**src/rtl/fetch_sequencer_pkg.sv**
```systemverilog
// Shared fetch definitions: FSM states, halt sentinel,
// and the IF/ID bundle also consumed by the decode stage.
package fetch_sequencer_pkg;

  localparam int INSTR_W = 32;
  localparam int PC_W    = 32;

  localparam logic [INSTR_W-1:0] HALT_WORD = 32'hFFFF_FFFF;

  typedef enum logic [1:0] {
    S_IDLE,
    S_RUN,
    S_HALTED
  } state_t;

  typedef struct packed {
    logic [INSTR_W-1:0] instr;
    logic [PC_W-1:0]    pc;
    logic               valid;
  } if_id_t;

endpackage

```
**src/rtl/fetch_sequencer_ifid_reg.sv**
```systemverilog
// IF/ID pipeline register: load a fetched word,
// hold it, or turn it into a bubble.
module ifid_reg
  import fetch_sequencer_pkg::*;
(
  input  logic               clk,
  input  logic               reset,
  input  logic               load,
  input  logic               bubble,
  input  logic [INSTR_W-1:0] instr_in,
  input  logic [PC_W-1:0]    pc_in,
  output if_id_t             q
);

  // load wins; bubble only drops valid; otherwise hold
  always_ff @(posedge clk) begin
    if (reset) begin
      q <= '0;
    end else if (load) begin
      q.instr <= instr_in;
      q.pc    <= pc_in;
      q.valid <= 1'b1;
    end else if (bubble) begin
      q.valid <= 1'b0;
    end
  end

endmodule

```
**src/rtl/fetch_sequencer.sv**
```systemverilog
// Fetch FSM and PC; IF/ID held in ifid_reg.
// FETCH_SEQ_PERF_EN adds perf_fetched/perf_bubbles.
module fetch_sequencer
  import fetch_sequencer_pkg::*;
#(
  parameter int unsigned         MEM_DEPTH = 32,
  parameter logic [PC_W-1:0]     RESET_PC  = '0,
  parameter logic [INSTR_W-1:0]  HALT_WORD =
    fetch_sequencer_pkg::HALT_WORD
) (
  input  logic               clk,
  input  logic               reset,
  input  logic               start,
  input  logic               stall,
  input  logic               redirect,
  input  logic [PC_W-1:0]    redirect_pc,
  input  logic [INSTR_W-1:0] imem_data,
  output logic [PC_W-1:0]    imem_addr,
  output logic [INSTR_W-1:0] instr,
  output logic [PC_W-1:0]    instr_pc,
  output logic               instr_valid,
  output logic               halted,
`ifdef FETCH_SEQ_PERF_EN
  output logic [31:0]        perf_fetched,
  output logic [31:0]        perf_bubbles,
`endif
  output logic               fault
);

  localparam logic [PC_W-1:0] DEPTH = PC_W'(MEM_DEPTH);

  state_t          state_q, state_d;
  logic [PC_W-1:0] pc_q, pc_d;
  logic            fault_q, fault_d;
  logic            load, bubble;
  if_id_t          ifid;

  logic [PC_W-1:0] seq_pc;
  logic            seq_ok, redir_ok;
  logic            do_redir, do_stall;
  logic            do_halt, do_fetch;

  assign seq_pc   = pc_q + 1'b1;
  assign seq_ok   = seq_pc < DEPTH;
  assign redir_ok = redirect_pc < DEPTH;

  assign do_redir = redirect;
  assign do_stall = !redirect && stall;
  assign do_halt  = !redirect && !stall &&
                    (imem_data == HALT_WORD);
  assign do_fetch = !redirect && !stall &&
                    (imem_data != HALT_WORD);

  // state, PC and sticky fault registers
  always_ff @(posedge clk) begin
    if (reset) begin
      state_q <= S_IDLE;
      pc_q    <= RESET_PC;
      fault_q <= 1'b0;
    end else begin
      state_q <= state_d;
      pc_q    <= pc_d;
      fault_q <= fault_d;
    end
  end

  // next state, next PC and IF/ID controls
  always_comb begin
    state_d = state_q;
    pc_d    = pc_q;
    fault_d = fault_q;
    load    = 1'b0;
    bubble  = 1'b0;
    unique case (state_q)
      S_IDLE, S_HALTED: begin
        if (start) begin
          state_d = S_RUN;
          pc_d    = RESET_PC;
        end
      end
      S_RUN: begin
        unique case (1'b1)
          do_redir: begin
            bubble = 1'b1;
            if (redir_ok) begin
              pc_d = redirect_pc;
            end else begin
              fault_d = 1'b1;
              state_d = S_HALTED;
            end
          end
          do_stall: ;
          do_halt: begin
            bubble  = 1'b1;
            state_d = S_HALTED;
          end
          do_fetch: begin
            if (seq_ok) begin
              load = 1'b1;
              pc_d = seq_pc;
            end else begin
              bubble  = 1'b1;
              fault_d = 1'b1;
              state_d = S_HALTED;
            end
          end
          default: ;
        endcase
      end
      default: state_d = S_IDLE;
    endcase
  end

  ifid_reg u_ifid (
    .clk      (clk),
    .reset    (reset),
    .load     (load),
    .bubble   (bubble),
    .instr_in (imem_data),
    .pc_in    (pc_q),
    .q        (ifid)
  );

  assign imem_addr   = pc_q;
  assign instr       = ifid.instr;
  assign instr_pc    = ifid.pc;
  assign instr_valid = ifid.valid;
  assign halted      = (state_q == S_HALTED);
  assign fault       = fault_q;

`ifdef FETCH_SEQ_PERF_EN
  logic run, clr, fetch_ev, bub_ev;
  assign run      = (state_q == S_RUN);
  assign clr      = start && !run;
  assign fetch_ev = run && load;
  assign bub_ev   = run && !load;

  // saturating fetch / bubble counters
  always_ff @(posedge clk) begin
    if (reset || clr) begin
      perf_fetched <= '0;
      perf_bubbles <= '0;
    end else begin
      if (fetch_ev && perf_fetched != '1)
        perf_fetched <= perf_fetched + 1'b1;
      if (bub_ev && perf_bubbles != '1)
        perf_bubbles <= perf_bubbles + 1'b1;
    end
  end
`endif

endmodule

```
**config.mk**
```make
export PLATFORM = sky130hd
export DESIGN_NAME = fetch_sequencer
export DESIGN_NICKNAME = d
export VERILOG_FILES = /design/src/rtl/fetch_sequencer_pkg.sv /design/src/rtl/fetch_sequencer_ifid_reg.sv /design/src/rtl/fetch_sequencer.sv
export SDC_FILE = /design/constraint.sdc
export NUM_CORES = 1
export LEC_CHECK = 0
export CORE_UTILIZATION = 45
export CTS_CLUSTER_DIAMETER = 200
export DETAILED_ROUTE_END_ITERATION = 10
export PLACE_DENSITY = 0.81
export SLEW_MARGIN = 20
export SYNTH_ARGS = -nofsm -noshare
export SYNTH_HDL_FRONTEND = slang
export SYNTH_HIERARCHICAL = 1
export SYNTH_SLANG_ARGS = --single-unit
```
**constraint.sdc**
```tcl
create_clock -name clk -period 4.6 [get_ports clk]
set_input_delay 0.46 -clock clk [delete_from_list [all_inputs] [get_ports clk]]
set_output_delay 0.46 -clock clk [all_outputs]
set_load 0.02 [all_outputs]
```
==> results.cfg, run 1 <==
[sta]
finalSetupTns_ps = 0
maxSlewHeadroom = 0.427
fmax_mhz = 265
setup_viol = 0
layout_setup_ws_ps = 827
slew_viol_final = 0
fin_crit_sh = 0.820
fin_hold_ws_ps = 466
hold_violations = 0
fin_crit_ps = 3770
worst_pin_slew_ps = 855
rsz0062_at_grt = false
skew_ps = 12.4

[grt]
antenna_found_initial = 0
first_global_vias = 4035
globalRouteTotalUtil = 0.238
grt_max_degree = 52
grt_pass1_wl_um = 19600
grt_overflow = 0

[die]
boundaryPins = 168
dieArea_mm2 = 0.0106
start_util = 0.468
die_h_um = 103
core_mm2 = 0.00982
chipWidth_um = 103
rows = 36

[clock_network]
postCtsSetupRepairBufs = 0
cts_tree = yes
clock_path_buffers = 2
clkSinkCount = 100
root_buffer = clkbuf_8
path_clk_slew_ps = 100
postCtsHoldBufs = 0
cts_resized = 0
htree_levels = 3
cts_buffers = 9
clk_latency_ps = 370

[detailed_routing]
antenna_left = 0
routed_wl_um = 12300
num_vias = 4053
drt-initial-drc-count = 131
routedWlPerCell_um = 16.1
drt_pre_antenna_iters = 4
drc_errors = 0
vias_per_cell = 5.31

[synthesis]
synth_cells = 465
synthTopCellsByArea = dfxtp_1 (44%), mux2i_1 (14%), nor2_1 (6.8%), and2_4 (2.7%), buf_12 (2.2%)
ys.flop_type = dfxtp_1
synth_cell_type_count = 66
async_flop_share = 0
synth-seq-cells = 100
yosys.area.top_type = dfxtp_1
syn_avg_cell_area_um2 = 9.88
synth_area_mm2 = 0.00459
yosysSeqAreaShare = 0.436
yosys_warnings = 6
synth_common_cells = dfxtp_1 (100), nor2_1 (83), mux2i_1 (66), nand4_1 (16), and2_1 (15)
syn_nets = 535
synth_edf_count = 0
synth_most_common_cell = dfxtp_1
yosysTopAreaCellShare = 0.436

[place]
gp_congestion = 0.867
hpwl_um = 9060
dp_slack_ps = 902
io_buffers = 167
placed_cell_area_mm2 = 0.00628

[setup_path]
worstReg2RegStart = imem_addr[9]
crit_path_start_kind = flip-flop
crit_path_end = u_ifid/q[8]
crit_start = imem_addr[9]
required_ps = 4840
cp.arrival_ps = 4010
cp_max_fo = 19
rrSetupSlack_ps = 830
worstRegToRegCells = 10
endpoint_kind = flip-flop
rr_endpoint = u_ifid/q[8]
critical_path_class = reg2reg

[layout]
seqCellArea_mm2 = 0.00200
layout-drive-gt1-share = 0.0841
fin_util = 0.662
final_nets = 695
fillers = 852
fin_area_mm2 = 0.00650
antenna_cells = 0
multi_input_area_mm2 = 0.00239
area_growth_syn_to_layout_pct = 41.4

[power_and_ir_drop]
ir_drop_uv = 162
leakage_uw = 0.00228
power_per_cell_area_mw_per_mm2 = 253

[hold_path]
min_path_type = reg2reg
hold-path-cell-count = 2

[outcome]
status = finished clean

[job]
maxCapViolCount = 0
[metal layers]
metal / wire [µm] / vias up / track usage
met5: 0 / - / 0
met4: 287 / 0 / 0.116
met3: 770 / 27 / 0.0658
met2: 6030 / 125 / 0.402
met1: 5180 / 1920 / 0.279
li1: - / 1981 / -
[how the worst min path moves through the flow]
stage | from | to | slack, ps
final | fault | fault | 470
after global routing | fault | fault | 500
after CTS | fault | fault | 470
after detailed placement | fault | fault | 460
after global placement | fault | fault | 440
after floorplan | state_q[0] | state_q[1] | 470
[power breakdown]
group / leakage (µW) / total, µW / internal (µW) / switching [µW]
Combinational: 0.00137 / 160 / 88.2 / 71.9
Clock: 0.000109 / 602 / 267 / 335
Sequential: 0.000806 / 881 / 874 / 6.68
Total: 0.00228 / 1640 / 1230 / 414
[critical path: stages (launching register included)]
cell and delay, ps:
dfxtp_1 510, nand3_2 230, or4_4 630, or4b_1 560
xnor2_1 180, a2111oi_4 500, nand3_4 180, nor2_4 180
buf_4 340, mux2i_1 260, nor2_1 70
[state kept, by name (all words and copies together), names as in the netlist]
signal	flops
u_ifid/q	65
imem_addr	32
state_q	2
fault	1
[per-stage QoR]
| stage | total power (µW) | cells |
|---|---|---|
| 5_1_grt | 1700 | 763 |
| 2_1_floorplan | 974 | 465 |
| 4_1_cts | 1650 | 763 |
| 3_5_place_dp | 1060 | 747 |
| 3_3_place_gp | 1060 | 747 |
| 6_report | 1640 | 763 |
[cells in the final DEF, fill, tap and decap left out, drive strengths merged, types with 3 or more instances in the layout]
master         count
nor4              13
clkbuf             9
nor2b              7
a211o              4
buf                4
a2111oi            3
inv               10
a22o               3
nor3               6
mux2i             66
or3                4
o21ai              7
dfxtp            100
nand4             16
nor2              83
xnor2              6
clkdlybuf4s50    166
nand2b             5
nand2             14
o41ai              3
and3               7
nand3             14
nor4b              3
a21oi             12
and2              29
[cells by family after synthesis]
kind of cell / after synthesis / share of synthesized area
AOI/OAI and AO/OA: 48 / 0.0888
xor gates and xnor gates: 8 / 0.0153
adders and majority gates: 1 / 0.00272
buffers and inverters: 27 / 0.0460
DFF: 100 / 0.436
muxes: 68 / 0.150
and+or+nand+nor: 213 / 0.261
[layout make-up]
| cell class | instances | share of cell area |
|---|---|---|
| Sequential cell | 100 | 0.308 |
| Multi-Input combinational cell | 338 | 0.368 |
| Clock buffer | 9 | 0.0191 |
| Timing Repair Buffer | 170 | 0.262 |
| Tap cell | 133 | 0.0256 |
| Inverter | 6 | 0.00347 |
| Clock inverter | 7 | 0.0142 |
Note: power is estimated with default switching activity, not from simulation.
==> run 2, diff against run 1 <==
clock period = 3.5 ns   (was 4.6 ns; I/O delays follow)
==> results.cfg, run 2 (synthesized netlist as in run 1, its figures left out) <==
[setup_path]
rr_endpoint = u_ifid/q[54]
worstReg2RegStart = imem_addr[15]
worstRegToRegCells = 11
cp.arrival_ps = 3600
crit_start = imem_addr[15]
critical_path_class = reg2reg
rrSetupSlack_ps = 150
crit_path_start_kind = flip-flop
cp_max_fo = 11
endpoint_kind = flip-flop
crit_path_end = u_ifid/q[54]
required_ps = 3760

[clock_network]
path_clk_slew_ps = 100
cts_tree = yes
root_buffer = clkbuf_8
htree_levels = 3
clkSinkCount = 100
clock_path_buffers = 2
postCtsHoldBufs = 0
cts_buffers = 9
clk_latency_ps = 370

[detailed_routing]
drt_pre_antenna_iters = 4
num_vias = 4219
vias_per_cell = 5.35
drt-initial-drc-count = 154
routed_wl_um = 12800
wl_met3_um = 931
antenna_left = 0
routedWlPerCell_um = 16.2
drc_errors = 0
dr.max_layer_used = met4
route.met2.wl_um = 6340
m1WireLength_um = 5090

[place]
io_buffers = 167
dp_slack_ps = 24.2
gp_congestion = 0.889
hpwl_um = 9170

[layout]
antenna_cells = 0
final_common_cell = clkdlybuf4s50_1
largest-register = u_ifid/q
final_cell_mix = clkdlybuf4s50_1 (166), dfxtp_1 (96), nor2_1 (81)
largest_reg_flops = 65
final_nets = 721
area_growth_syn_to_layout_pct = 47.0
layout-drive-gt1-share = 0.130

[die]
dieArea_mm2 = 0.0106
start_util = 0.468
boundaryPins = 168
die_h_um = 103
rows = 36
core_mm2 = 0.00982
chipWidth_um = 103

[grt]
antenna_found_initial = 0
grt_pass1_wl_um = 19600
first_global_vias = 4131
globalRouteTotalUtil = 0.240
grt_overflow = 0
grt_max_degree = 46

[sta]
fmax_mhz = 299
setup_viol = 0
fin_crit_sh = 0.956
maxSlewHeadroom = 0.451
slew_viol_final = 0
worst_pin_slew_ps = 819
hold_violations = 0
fin_crit_ps = 3350
layout_setup_ws_ps = 154
fin_hold_ws_ps = 459
finalSetupTns_ps = 0
skew_ps = 10.7

[power_and_ir_drop]
leakage_uw = 0.00243
power_per_cell_area_mw_per_mm2 = 318
ir_drop_uv = 180

[hold_path]
min_path_type = reg2reg

[outcome]
status = finished clean

[job]
maxCapViolCount = 0
==> run 2: critical path, stage by stage, from the launching register on <==
cell       delay (ps)
dfxtp_2           400
nand4_1           160
or4_4             560
or4b_1            560
xnor2_1           170
a2111oi_4         400
nand3_4           160
nor2_4            170
buf_4             160
buf_6             180
mux2i_1           240
nor2_1             60
==> run 2: worst min-delay path by stage <==
| stage | start | end | slack [ps] | cells past startpoint |
|---|---|---|---|---|
| 2_1_floorplan | start | state_q[1] | 450 | 1 |
| 6_report | fault | fault | 460 | 2 |
| 3_5_place_dp | fault | fault | 450 | 2 |
| 4_1_cts | fault | fault | 460 | 2 |
| 3_3_place_gp | fault | fault | 440 | 2 |
| 5_1_grt | fault | fault | 500 | 2 |
==> run 2: layout make-up <==
| cell class | instances | area (µm²) |
|---|---|---|
| clock buffers | 10 | 138 |
| clock inverters | 6 | 71.3 |
| fillers | 810 | 3070 |
| inverters | 6 | 22.5 |
| multi-input cells | 338 | 2400 |
| flip-flops and latches | 100 | 2010 |
| well taps | 133 | 166 |
| repair buffers | 196 | 1950 |
==> run 2: power breakdown <==
part / total, µW / switching (µW) / leakage [µW] / internal [µW]
combinational: 220 / 97.8 / 0.00151 / 122
sequential: 1160 / 7.65 / 0.000809 / 1150
clock: 773 / 416 / 0.000105 / 358
total: 2150 / 521 / 0.00243 / 1630
==> run 2: metrics by stage <==
stage                     cells  utilization  total power, µW  area (µm²)
after floorplan             465            -             1280        4600
after global placement      767        0.657             1390        6450
after detailed placement    767        0.657             1390        6450
after CTS                   783        0.678             2160        6660
after global routing        789        0.688             2230        6750
final                       789        0.688             2150        6750
==> run 2: timing repair <==
| action | CTS | global route |
|---|---|---|
| pin swaps | 0 | 2 |
| endpoints found under the setup margin | 12 | 49 |
| buffers inserted | 0 | 3 |
| resized for setup | 1 | 3 |
| gates cloned | 0 | 3 |
==> run 2: routing by layer <==
metal | track usage | up-vias
li1 | - | 2029
met1 | 0.273 | 1988
met2 | 0.405 | 164
met3 | 0.0698 | 38
met4 | 0.130 | 0
met5 | 0 | -
